### src/rtl/lcd_fb_arbiter.sv
`default_nettype none
// +----------------------------------------------------------------------------+
// | lcd_fb_arbiter: shares a single-port framebuffer RAM between LCD scanout    |
// | prefetch (priority) and a pixel writer; feeds 16-bit pixels aligned to DE.  |
// | Revision: 1.0                                                              |
// +----------------------------------------------------------------------------+
module lcd_fb_arbiter #(
  parameter int H_ACTIVE   = 480,
  parameter int V_ACTIVE   = 272,
  parameter int ADDR_W     = 15,
  parameter int FIFO_DEPTH = 4
) (
  input  logic              PixelClk,
  input  logic              nRST,
  input  logic              frame_start,
  input  logic              de,
  output logic [15:0]       pix_data,
  output logic              underflow,
  input  logic              wr_valid,
  output logic              wr_ready,
  input  logic [ADDR_W-1:0] wr_addr,
  input  logic [63:0]       wr_data,
  output logic              ram_en,
  output logic              ram_we,
  output logic [ADDR_W-1:0] ram_addr,
  output logic [63:0]       ram_wdata,
  input  logic [63:0]       ram_rdata
);

  localparam int c_ptr_w = $clog2(FIFO_DEPTH);
  localparam int c_cnt_w = c_ptr_w + 1;
  localparam logic [ADDR_W-1:0]  c_last_word = ADDR_W'(H_ACTIVE * V_ACTIVE / 4 - 1);
  localparam logic [c_cnt_w-1:0] c_depth     = c_cnt_w'(FIFO_DEPTH);

  logic [63:0]        r_fifo [FIFO_DEPTH];
  logic [c_ptr_w-1:0] r_wptr;
  logic [c_ptr_w-1:0] r_rptr;
  logic [c_cnt_w-1:0] r_count;
  logic               r_inflight;
  logic [ADDR_W-1:0]  r_rd_ptr;
  logic [1:0]         r_lane;
  logic               r_frame_done;
  logic               r_active;
  logic [15:0]        r_pix_data;
  logic               r_underflow;

  logic        w_space;
  logic        w_scan_req;
  logic        w_wr_acc;
  logic        w_push;
  logic        w_pop;
  logic        w_empty;
  logic [63:0] w_head;

  // Counting the in-flight read as occupied space keeps the FIFO from overflowing.
  assign w_space    = (r_count + c_cnt_w'(r_inflight)) < c_depth;
  assign w_scan_req = !r_frame_done && w_space && !frame_start;
  assign wr_ready   = r_active && !w_scan_req && !frame_start;
  assign w_wr_acc   = wr_valid && wr_ready;
  assign w_empty    = (r_count == '0);
  assign w_push     = r_inflight && !frame_start;
  assign w_pop      = de && !frame_start && !w_empty && (r_lane == 2'd3);
  assign w_head     = r_fifo[r_rptr];

  assign pix_data  = r_pix_data;
  assign underflow = r_underflow;

  always_comb begin
    ram_en    = w_scan_req || w_wr_acc;
    ram_we    = !w_scan_req && w_wr_acc;
    ram_addr  = '0;
    ram_wdata = '0;
    if (w_scan_req) begin
      ram_addr = r_rd_ptr;
    end else if (w_wr_acc) begin
      ram_addr  = wr_addr;
      ram_wdata = wr_data;
    end
  end

  always_ff @(posedge PixelClk) begin
    if (w_push) begin
      r_fifo[r_wptr] <= ram_rdata;
    end
  end

  always_ff @(posedge PixelClk or negedge nRST) begin
    if (!nRST) begin
      r_active     <= 1'b0;
      r_frame_done <= 1'b1;
      r_rd_ptr     <= '0;
      r_inflight   <= 1'b0;
      r_count      <= '0;
      r_wptr       <= '0;
      r_rptr       <= '0;
      r_lane       <= 2'd0;
      r_pix_data   <= 16'd0;
      r_underflow  <= 1'b0;
    end else begin
      r_active   <= 1'b1;
      // A read outstanding across frame_start is dropped by gating w_push.
      r_inflight <= w_scan_req;
      if (frame_start) begin
        r_frame_done <= 1'b0;
        r_rd_ptr     <= '0;
        r_count      <= '0;
        r_wptr       <= '0;
        r_rptr       <= '0;
        r_lane       <= 2'd0;
      end else begin
        if (w_scan_req) begin
          if (r_rd_ptr == c_last_word) begin
            r_frame_done <= 1'b1;
          end else begin
            r_rd_ptr <= r_rd_ptr + 1'b1;
          end
        end
        if (w_push) begin
          r_wptr <= r_wptr + 1'b1;
        end
        if (w_pop) begin
          r_rptr <= r_rptr + 1'b1;
        end
        case ({w_push, w_pop})
          2'b10:   r_count <= r_count + 1'b1;
          2'b01:   r_count <= r_count - 1'b1;
          default: r_count <= r_count;
        endcase
        if (de && !w_empty) begin
          r_lane <= r_lane + 2'd1;
        end
      end

      if (de && !frame_start && !w_empty) begin
        r_pix_data <= w_head[{r_lane, 4'b0000} +: 16];
      end else begin
        r_pix_data <= 16'd0;
      end
      if (de && (frame_start || w_empty)) begin
        r_underflow <= 1'b1;
      end
    end
  end

endmodule
`default_nettype wire

### config.mk
export PLATFORM = sky130hd
export DESIGN_NAME = lcd_fb_arbiter
export DESIGN_NICKNAME = d
export VERILOG_FILES = /design/src/rtl/lcd_fb_arbiter.sv
export SDC_FILE = /design/constraint.sdc
export NUM_CORES = 1
export LEC_CHECK = 0
export CAP_MARGIN = 30
export CORE_MARGIN = 3
export CORE_UTILIZATION = 25
export DETAILED_ROUTE_END_ITERATION = 6
export SYNTH_ARGS = -nofsm -noshare
export SYNTH_HDL_FRONTEND = slang
export SYNTH_SLANG_ARGS = --single-unit
### constraint.sdc
create_clock -name PixelClk -period 2.5 [get_ports PixelClk]
set_input_delay 0.25 -clock PixelClk [delete_from_list [all_inputs] [get_ports PixelClk]]
set_output_delay 0.25 -clock PixelClk [all_outputs]
set_load 0.05 [all_outputs]
==> results.py <==
metrics = {
    "final_layout": {
        "area_growth_pct": 47.5,
        "antenna_cells": 0,
        "drive_gt1_share_pct": 34.8,
        "final_common_cell": "edfxtp_1",
        "fin_nets": 1110,
        "final_cell_mix": "edfxtp_1 (256), clkdlybuf4s50_1 (163), buf_12 (96)",
    },
    "synth": {
        "syn-num-nets": 820,
        "synth_cell_type_count": 54,
        "synth-simple-area-share_pct": 6.99,
        "synth_compound_area_share_pct": 3.62,
        "yosysWarnings": 0,
        "synth_edf_count": 256,
        "synth_fa_ha_area_share_pct": 0.772,
        "syn_area_mm2": 0.0123,
        "synth.mux.area_fraction_pct": 15.0,
        "yosysTopAreaCell": "edfxtp_1",
        "async_flop_share_pct": 14.7,
        "synth-seq-cells": 300,
        "synth_flop_cell": "edfxtp_1",
        "synth_area_leaders": "edfxtp_1 (62%), mux4_2 (12%), dfrtp_1 (8.7%), and2_1 (3.5%), mux2i_1 (2.8%)",
        "syn_area_per_cell_um2": 18.5,
        "synth_xor_area_share_pct": 0.355,
        "yosysTopAreaCellShare_pct": 62.4,
        "synth_top_family_by_area": "multiplexers",
        "ys_seq_area_share_pct": 71.3,
        "synthesis.instances": 665,
    },
    "critical_path": {
        "crit_fanout": 22,
        "crit_chain": "and4_4 > o21ai_4 > and4b_4 > buf_12 > buf_12 > and2_4 > buf_12",
        "timing.setup.critical_path_class": "flip-flop to primary output",
        "critical_path.top_delay_family": "simple AND/OR/NAND/NOR gates",
        "critPathRequiredTime_ps": 2250,
        "slowest_delay_ps": 440,
        "slowest_stage": "dfrtp_2",
        "critPathCaptureType": "primary output",
        "critPathBufInv": 3,
        "cp.arrival_ps": 2270,
        "start_kind": "flip-flop",
        "critPathMostFrequentCell": "buf_12",
    },
    "outcome": {
        "violations": "setup timing",
        "status": "finished with violations",
    },
    "sta": {
        "relSlewSlack_pct": 51.1,
        "worst_pin_slew_ps": 733,
        "setup_viol": 26,
        "worst_slack_ps": -23.3,
        "timing.fmax_mhz": 396,
        "rsz0062_at_grt": "true",
        "fin_crit_ps": 2520,
        "skew_ps": 37.1,
        "slew_violations": 0,
        "finalHoldViolCount": 0,
        "holdWs_ps": 267,
        "fin_crit_sh_pct": 101,
    },
    "global_routing": {
        "grtUsageTotal_pct": 12.7,
        "grt_busiest_layer": "met2",
        "antenna_found_initial": 2,
        "grt_pass1_wl_um": 49900,
        "grtUsageMet2_pct": 21.7,
        "met1_usage_pct": 15.5,
        "grt_max_degree": 44,
        "gr-total-overflow": 0,
        "grt_pass1_vias": 7562,
        "use_met3_pct": 3.79,
    },
    "floorplanning": {
        "num_rows": 80,
        "die_h_um": 228,
        "die_area_mm2": 0.0520,
        "core-area_mm2": 0.0482,
        "num_io_pins": 247,
        "die_w_um": 228,
        "start_util_pct": 25.5,
    },
    "clock_tree": {
        "path_clk_slew_ps": 60,
        "cts.sink_count": 300,
        "root_buffer": "clkbuf_16",
        "cts_tree": "built",
        "cts_buffers": 30,
        "clock_path_buffers": 3,
        "clock_latency_ps": 590,
        "htreeDepth": 1,
    },
    "job": {
        "cap_violations": 0,
    },
    "power_and_ir_drop": {
        "power_density_mw_per_mm2": 628,
        "p_leak_nw": 6.16,
        "power.total_mw": 11.4,
        "irDropWorstVdd_mv": 0.568,
    },
    "place": {
        "gp_congestion": 0.894,
        "dp_hpwl_um": 24300,
        "place.port_buffers": 246,
    },
    "detailed_routing": {
        "wl_um": 34400,
        "num_vias": 7249,
        "via_per_inst": 4.43,
        "drcViolationCount": 0,
        "routedWlPerCell_um": 21.0,
        "dr.pass1.iters": 6,
        "drt_iter0_markers": 446,
        "drtAntennaViolNets": 0,
    },
    "hold_path": {
        "hold_path.class": "input pin to async pin",
    },
}
==> metal layers <==
metal / vias up / part of all wire, %
met5: - / 0.038
met4: 2 / 3.0
met3: 46 / 8.5
met2: 341 / 49
met1: 3630 / 39
li1: 3230 / -
==> registers in the layout (all words and copies together), names as in the netlist, 2 cells and up <==
name and flops:
r_rptr 2, r_wptr 2, r_count 3, r_lane 2
r_fifo 256, r_rd_ptr 15, pix_data 16
==> Yosys cell counts (all sizes together) (4+ instances only) <==
cell type / n
edfxtp: 256
and2: 68
mux4: 64
dfrtp: 43
mux2i: 35
buf: 26
o22ai: 16
a22o: 15
clkbuf: 15
nor2: 15
a21oi: 13
o31ai: 9
nand2: 8
or4: 8
ha: 6
inv: 6
nand3: 6
nor2b: 6
mux2: 5
o21ai: 4
xnor2: 4
==> cell type report <==
cell class	instances	area (µm²)
fill	4470	30100
sequential	300	8800
timing repair buffer	299	3920
multi-input combinational	318	3520
clock buffer	44	873
tap	656	821
clock inverter	12	214
inverter	6	22.5
==> stage by stage <==
stage / util, % / instance area [µm²] / setup TNS [ps] / setup WS [ps] / std cells
floorplan: - / 12300 / 0 / 245 / 665
global placement: 34.5 / 16700 / 0 / 346 / 1566
detailed placement: 34.5 / 16700 / 0 / 311 / 1566
CTS: 37.3 / 18000 / -2250 / -74.7 / 1629
global route: 37.7 / 18200 / -3340 / -81.8 / 1635
finish: 37.7 / 18200 / -331 / -23.3 / 1635
==> what timing repair did <==
action / 4_1_cts / 5_1_grt
gates resized for setup: 56 / 30
endpoints found under the hold margin: 22 / 0
pin swaps: 12 / 5
gates cloned: 1 / 2
hold buffers: 1 / 0
endpoints found under the setup margin: 81 / 79
buffers inserted: 5 / 4
==> power by group <==
group	internal [mW]	switching, mW
Clock	2.94	1.90
Combinational	0.455	0.472
Sequential	5.60	0.0527
==> worst reg2reg max path: stages, from the launching register on <==
cell,delay (ps)
dfrtp_4,640
buf_12,230
mux4_2,510
mux2i_1,420
o22ai_1,200
==> worst paths after layout <==
kind	start	to	slack, ps	cells after the start
max in group asynchronous	nRST	r_frame_done	1530	3
max	r_count[1]	ram_wdata[8]	-20	7
min	nRST	pix_data[15]	270	2
min reg2reg	underflow	underflow	500	1
min in group PixelClk	ram_rdata[26]	r_fifo[1][26]	290	1
max reg2reg	r_rptr[0]	pix_data[2]	360	4
==> cells by family (layout without fill, tap and decap cells) <==
kind of cell | after synthesis | in the layout
mux | 104 | 104
other cells | 1 | 1
buf+inv | 47 | 361
simple gates | 139 | 139
fa+ha+maj | 7 | 7
compound gates | 62 | 62
flops | 300 | 300
xor+xnor | 5 | 5
(Power assumes the default switching activity.)
